--- src/rtl/pwm_bank.sv ---
// pwm_bank: bank of CHANNELS edge-aligned PWM outputs that share one period
// counter. Period, duty and polarity are written into shadow registers and
// moved into the active set at each counter wrap, so a running period is never
// disturbed by a write.
//
// Optional feature: define PWM_BANK_POLARITY_EN to add a per-channel output
// polarity mask at write address CHANNELS+1. Without it that address is
// ignored and all channels use normal polarity.
module pwm_bank #(
    parameter int  CHANNELS = 4,
    parameter int  CNT_W    = 16,
    localparam int ADDR_W   = $clog2(CHANNELS + 2)
) (
    input  logic                clk,
    input  logic                rst,
    input  logic                en,
    input  logic                wr_en,
    input  logic [ADDR_W-1:0]   wr_addr,
    input  logic [CNT_W-1:0]    wr_data,
    output logic [CHANNELS-1:0] wave,
    output logic                period_end
);

    localparam logic [ADDR_W-1:0] ADDR_PERIOD = ADDR_W'(CHANNELS);

    // Shadow (software-visible) and active (in-use) configuration.
    logic [CNT_W-1:0]    sh_period;
    logic [CNT_W-1:0]    sh_duty [CHANNELS];
    logic [CNT_W-1:0]    act_period;
    logic [CNT_W-1:0]    act_duty [CHANNELS];
    logic [CHANNELS-1:0] pol;

    // Shared period counter and control decode.
    logic [CNT_W-1:0]    tim;
    logic                run;
    logic                wrap;
    logic                load;
    logic [CHANNELS-1:0] wave_d;

    // One channel's output level: high while the counter is below the duty,
    // then inverted when the channel's polarity bit is set.
    function automatic logic pwm_level(input logic [CNT_W-1:0] t,
                                       input logic [CNT_W-1:0] d,
                                       input logic             p);
        return (t < d) ^ p;
    endfunction

    // The counter only runs with en high and a non-zero active period.
    assign run  = en && (act_period != '0);
    assign wrap = run && (tim == act_period - CNT_W'(1));
    // Idle or stopped: keep tracking shadow so a new period or duty is
    // picked up immediately; running: only swap at the wrap edge.
    assign load = !run || wrap;

    // Shadow register writes for period and per-channel duty.
    always_ff @(posedge clk or posedge rst) begin
        if (rst) begin
            sh_period <= '0;
            for (int i = 0; i < CHANNELS; i++) begin
                sh_duty[i] <= '0;
            end
        end else if (wr_en) begin
            if (wr_addr == ADDR_PERIOD) begin
                sh_period <= wr_data;
            end
            for (int i = 0; i < CHANNELS; i++) begin
                if (wr_addr == ADDR_W'(i)) begin
                    sh_duty[i] <= wr_data;
                end
            end
        end
    end

    // Active set takes the pre-edge shadow value, so a write landing on the
    // wrap edge waits for the following wrap.
    always_ff @(posedge clk or posedge rst) begin
        if (rst) begin
            act_period <= '0;
            for (int i = 0; i < CHANNELS; i++) begin
                act_duty[i] <= '0;
            end
        end else if (load) begin
            act_period <= sh_period;
            for (int i = 0; i < CHANNELS; i++) begin
                act_duty[i] <= sh_duty[i];
            end
        end
    end

`ifdef PWM_BANK_POLARITY_EN
    localparam logic [ADDR_W-1:0] ADDR_POL = ADDR_W'(CHANNELS + 1);

    logic [CHANNELS-1:0] sh_pol;
    logic [CHANNELS-1:0] act_pol;

    // Shadow polarity mask write; the mask comes from the low data bits.
    always_ff @(posedge clk or posedge rst) begin
        if (rst) begin
            sh_pol <= '0;
        end else if (wr_en && (wr_addr == ADDR_POL)) begin
            sh_pol <= CHANNELS'(wr_data);
        end
    end

    // Active polarity follows the same swap timing as duty and period.
    always_ff @(posedge clk or posedge rst) begin
        if (rst) begin
            act_pol <= '0;
        end else if (load) begin
            act_pol <= sh_pol;
        end
    end

    assign pol = act_pol;
`else
    assign pol = '0;
`endif

    // ---- stage boundary: counter -> compare ----
    // Period counter: held at 0 while stopped, wraps to 0 at P-1.
    always_ff @(posedge clk or posedge rst) begin
        if (rst) begin
            tim <= '0;
        end else if (!run || wrap) begin
            tim <= '0;
        end else begin
            tim <= tim + CNT_W'(1);
        end
    end

    // Per-channel compare against the pre-edge counter; stopped forces low
    // with polarity not applied.
    always_comb begin
        wave_d = '0;
        if (run) begin
            for (int i = 0; i < CHANNELS; i++) begin
                wave_d[i] = pwm_level(tim, act_duty[i], pol[i]);
            end
        end
    end

    // ---- stage boundary: compare -> outputs ----
    // Registered outputs: PWM levels and the one-cycle wrap pulse.
    always_ff @(posedge clk or posedge rst) begin
        if (rst) begin
            wave       <= '0;
            period_end <= 1'b0;
        end else begin
            wave       <= wave_d;
            period_end <= wrap;
        end
    end

endmodule

--- config.mk ---
export PLATFORM = sky130hd
export DESIGN_NAME = pwm_bank
export DESIGN_NICKNAME = d
export VERILOG_FILES = /design/src/rtl/pwm_bank.sv
export SDC_FILE = /design/constraint.sdc
export NUM_CORES = 1
export LEC_CHECK = 0
export ABC_AREA = 0
export ABC_CLOCK_PERIOD_IN_PS = 8400
export CORE_MARGIN = 3
export CORE_UTILIZATION = 47
export CTS_BUF_LIST = sky130_fd_sc_hd__clkbuf_8
export CTS_CLUSTER_SIZE = 20
export DETAILED_ROUTE_END_ITERATION = 7
export SKIP_CTS_REPAIR_TIMING = 1
export SLEW_MARGIN = 20
export SYNTH_ARGS = -nofsm -noshare
export SYNTH_HDL_FRONTEND = slang
export SYNTH_SLANG_ARGS = --single-unit
--- constraint.sdc ---
create_clock -name clk -period 8.4 [get_ports clk]
set_input_delay 1.68 -clock clk [delete_from_list [all_inputs] [get_ports clk]]
set_output_delay 1.68 -clock clk [all_outputs]
set_load 0.05 [all_outputs]
Word-level counts from Yosys, hierarchy flattened:

Index checks and enable logic that the tools add are counted.

* order comparisons: 4
* $add $sub $neg: 2
* mux-type cells: 2
* equality and inequality tests: 5
* reductions and logical operators: 11

Operators by type and width (count)
* 16-bit < comparator: 4
* 16-bit by 1-bit adder with 16-bit output (second input constant): 1
* 16-bit equality test: 1
* 16-bit 2-to-1 mux: 1
* 16-bit nonzero test: 1
* 16-bit by 1-bit subtractor with 16-bit output (second input constant): 1
* 2-bit AND reduction: 5
* 3-bit by 2-bit equality test with 1-bit output (second input constant): 2
* 4-bit 2-to-1 mux: 1
* 3-bit by 1-bit equality test with 1-bit output (second input constant): 1
* 3-bit equality test (second input constant): 1
* 3-bit zero test: 1
* 1-bit logical AND: 2
* 1-bit zero test: 1
* 1-bit logical OR: 1

* flip-flop bits (word level): 181
* word-level logic and storage cells: 37
* output and inout bits: 5
* input bits: 23

Logic depth before layout (Yosys ltp):

* depth in word-level cells: 5
* mapped depth: 12
* gate-level depth less buffers: 9

Worst setup path before layout:

Ideal clock, no wire load.

* kind: in2reg
* start point: in wr_en
* end point: reg sh_duty[48] in the netlist's numbering
* cell stages on the path: 4
* setup time: 125 ps
* arrival time: 3237 ps
* required time: 8275 ps
* setup slack: 5038 ps
* path buffers: 1
* cells stage by stage: nor2b_1 > nor3b_1 > clkbuf_1 > mux2_2

* cells in the longest elaborated chain, start to end: 1

RTL lines
* start, declared: line 17 `input logic wr_en,`
* 2-bit AND reduction (no source line)
* end signal, assigned by index: line 68 `sh_duty[i] <= wr_data;`
* end, declared: line 28 `logic [CNT_W-1:0] sh_duty [CHANNELS];`

No other way between the ends.
A chain may end at the register's enable or synchronous reset.

Worst setup path in the final report:

* start point: reg act_period[0]
* end point: reg act_duty[47] in the netlist's numbering

* cells in the longest elaborated chain, start to end: 4
* elaborated cells between the ends (all ways): 7
* classes of those cells: add/sub (1); eq/ne (1); reduce/logical (5)

RTL lines
* start, declared: line 29 `logic [CNT_W-1:0] act_period;`
* start signal, assigned: line 83 `act_period <= sh_period;`
* 16-bit by 1-bit subtractor with 16-bit output or 16-bit nonzero test (tied branches): line 50, 49
* 16-bit equality test or 1-bit logical AND (tied branches): line 50, 49
* 1-bit logical AND or 1-bit zero test (tied branches): line 50, 53
* 1-bit logical OR *: line 53 `assign load = !run || wrap;`
* end signal, assigned by index: line 85 `act_duty[i] <= sh_duty[i];`
* end, declared: line 30 `logic [CNT_W-1:0] act_duty [CHANNELS];`

Mark *: on every way between the ends. The rest lies on a longest branch, timed or not.

==> results by group <==
Outcome
  – Outcome: completed

STA
  – TNS Setup: 0 ns
  – Worst Skew: approximately 0.023 ns
  – Slew Limit Fails: 0
  – Actual slew at the worst max-slew pin: between 1 and 1.5 ns
  – RSZ-0062 raised after global routing: false
  – Final min period: ~4 ns
  – Final setup vio count: 0
  – Final Hold Fails: 0
  – Final period util: 0.480
  – Slew margin rel.: 0.293
  – Fmax: about 0.25 GHz
  – Final worst slack: around 4.4 ns

Setup path
  – Crit Path Max Fanout: 47
  – WP data arrival: roughly 4.4 ns
  – Worst Setup SP: act_period[0]
  – CP required: ~8.8 ns
  – WS Path Type: flop to flop
  – CP Capture Type: flop
  – R2r worst-path depth: 10
  – Setup crit start kind: flop
  – Reg-to-Reg Start: act_period[0]

Pwr
  – Leak: 4.81 nW
  – Power share of the clock group: 0.272
  – Comb pwr share: 0.225
  – Max VDD drop: between 0.15 and 0.2 mV
  – Sw Pwr: approximately 0.7 mW
  – Reg power frac: 0.503
  – Power per cell area: approximately 240 mW/mm^2
  – Sw frac: 0.300
  – Int Pwr: 1.67 mW

Yosys
  – Post-synth EDFFs: 0
  – Ys Warns: 0
  – Dominant synthesized flop cell: dfrtp_1
  – Netlist Area Pre-Place: around 0.0093 sq mm
  – Mapped Cells: 723
  – Net Count, Synth: just over 800
  – Post-synthesis sequential area ratio: 0.487
  – Cell variety after synth: 55
  – Register bit total from synthesis: between 150 and 200
  – Share of flip-flops with an asynchronous set or reset: 1.00
  – Avg Cell Area, Syn: between 10 and 15 sq um

Floorplanning
  – Top Ports: 28
  – Die area: approximately 0.021 sq mm
  – Die Ht: around 150 um
  – Initial Utilization: 0.487
  – Floorplan row count: 50
  – Die width: approximately 150 um
  – Core Box Area: between 0.015 and 0.02 sq mm

Layout
  – Final #Nets: roughly 830
  – Diode count: 0
  – Fin area: 0.0101 sq mm
  – Share of cells above drive strength 1: 0.218
  – Area delta synth->final: 9.21%

Placement
  – Dpl ws: 4.00 ns
  – Area post-placement: about 0.0097 sq mm
  – GPL Wtd Cong: 0.835
  – Post-DP HPWL: around 14 mm
  – IO buf count: 27

Clock tree
  – Clock sinks: about 180
  – Clock Latency Late Sink: 0.47 ns
  – CTS max path bufs: 2
  – Num CTS Buffers: 17
  – Root Buffer Master: clkbuf_8
  – H-Tree Level Count: 4
  – Clk slew on worst S/H paths: 0.10 ns
  – CTS tree: yes

Routing
  – Wire length per cell: 19.1 um
  – Total iterations of the first detailed-routing run: 4
  – DR iter-0 viols: ~220
  – DR vias/cell: 5.38
  – Final WL: 19.5 mm
  – DR DRC count: 0
  – Via count: 5496
  – Antenna-violating nets left: 0

Global route
  – Largest net degree at the start of global routing: around 110
  – Vias in the first global route: 5774
  – First-pass GRT wire length: ~32 mm
  – Total track usage: 0.192
  – Total gr overflow: 0
  – Initial antenna violation count: 0

Hold path
  – HP Class: flop to flop
  – Hold path cells: 1
  – Hold_sp: sh_duty[9]

Run
  – Max_cap viols: 0
==> cells in the mapped netlist (3+ instances only) <==
library cell / number / share of area
clkbuf_1: 11 / 0.0044
a2111oi_0: 4 / 0.0038
o21ai_1: 7 / 0.0038
dfrtp_1: 181 / 0.49
nor4_2: 3 / 0.0040
buf_12: 6 / 0.013
xor2_1: 14 / 0.013
nor3_1: 8 / 0.0043
nand4_1: 15 / 0.010
nand2b_1: 4 / 0.0027
xnor2_1: 23 / 0.022
a21oi_1: 16 / 0.0086
buf_2: 4 / 0.0022
a211oi_1: 4 / 0.0032
buf_6: 3 / 0.0036
and3_1: 5 / 0.0034
mux2_1: 43 / 0.052
mux2_2: 63 / 0.076
a32o_1: 4 / 0.0043
nor3b_1: 3 / 0.0024
o21ai_0: 12 / 0.0065
inv_1: 73 / 0.029
nand3_1: 9 / 0.0048
mux2_4: 50 / 0.081
nand2_1: 10 / 0.0040
nor2b_1: 6 / 0.0040
a21o_1: 20 / 0.016
nor2_1: 28 / 0.011
ha_1: 63 / 0.085
==> per-stage QoR <==
stage,instances,hold slack (ns),total power [mW],util
detailed placement,989,0.469,1.76,0.509
floorplan,723,0.452,1.61,-
global route,1021,0.506,2.54,0.532
global placement,989,0.460,1.73,0.509
finish,1021,0.490,2.39,0.532
CTS,1021,0.491,2.41,0.532
==> flip-flops by register name (all words and copies together), names as in the netlist <==
signal      count
act_period     16
sh_period      16
period_end      1
act_duty       64
wave            4
tim            16
sh_duty        64
==> power by group through the flow <==
stage / Sequential (mW) / Combinational (mW) / Clock [mW]
detailed placement: 1.22 / 0.541 / 0
global placement: 1.21 / 0.525 / 0
finish: 1.20 / 0.537 / 0.649
global route: 1.23 / 0.602 / 0.704
floorplan: 1.16 / 0.451 / 0
CTS: 1.20 / 0.545 / 0.665
==> cells by family after synthesis <==
family | share of synthesized area
buffers and inverters | 0.0543
xor gates and xnor gates | 0.0349
AOI/OAI and AO/OA | 0.0649
and+or+nand+nor | 0.0646
DFF | 0.487
muxes | 0.209
adders and majority gates | 0.0848
==> worst paths after layout <==
path,to,slack (ns)
setup / recovery,act_duty[47],4.37
hold / removal,act_duty[9],0.49
setup reg to reg,act_duty[47],4.37
hold reg to reg,act_duty[9],0.49
max in group asynchronous,act_period[3],5.09
min in group asynchronous,sh_duty[25],1.82
==> routing by layer <==
| metal | part of all wire | wire (um) | track usage | up-vias |
|---|---|---|---|---|
| met3 | 0.035 | 678 | 0.0379 | 15 |
| met5 | 0 | 0 | 0 | - |
| met2 | 0.46 | 9040 | 0.298 | 75 |
| met4 | 0.011 | 212 | 0.0381 | 0 |
| li1 | - | - | - | 2590 |
| met1 | 0.49 | 9580 | 0.283 | 2816 |
==> placed cells by master, fill, tap and decap left out, drive strengths merged, types with 3 or more instances in the layout <==
| master | netlist | routed |
|---|---|---|
| nor3b | 3 | 3 |
| a21oi | 17 | 17 |
| xnor2 | 23 | 23 |
| a2111oi | 5 | 5 |
| a32o | 4 | 4 |
| dfrtp | 181 | 181 |
| nor3 | 8 | 8 |
| bufinv | 0 | 3 |
| nor2 | 28 | 28 |
| buf | 15 | 5 |
| clkbuf | 11 | 18 |
| a21o | 20 | 20 |
| o21ai | 19 | 19 |
| and2 | 3 | 3 |
| nand2 | 10 | 10 |
| nand3 | 9 | 9 |
| clkdlybuf4s50 | 0 | 27 |
| mux2 | 156 | 156 |
| inv | 73 | 79 |
| clkinvlp | 0 | 3 |
| a211oi | 4 | 4 |
| ha | 63 | 63 |
| nand4 | 15 | 15 |
| and3 | 5 | 5 |
| nor2b | 6 | 6 |
| nor4 | 6 | 6 |
| nand2b | 4 | 4 |
| xor2 | 14 | 14 |
==> cell type report <==
type	instances	area [sq um]
clock buffers	18	248
fillers	1636	8930
flip-flops and latches	181	4530
clock inverters	14	189
multi-input cells	443	4270
inverters	73	279
repair buffers	32	308
well taps	260	325
==> worst max-delay path, stage by stage (launching register included) <==
cell,delay (ns)
dfrtp_1,0.47
inv_1,0.12
ha_1,0.23
nor3b_1,0.50
and3_1,0.31
nand4_1,0.11
o31a_1,0.13
o21ai_1,0.35
a31o_4,0.56
buf_4,0.68
mux2_1,0.38
Power figures use the tool's default switching activity.
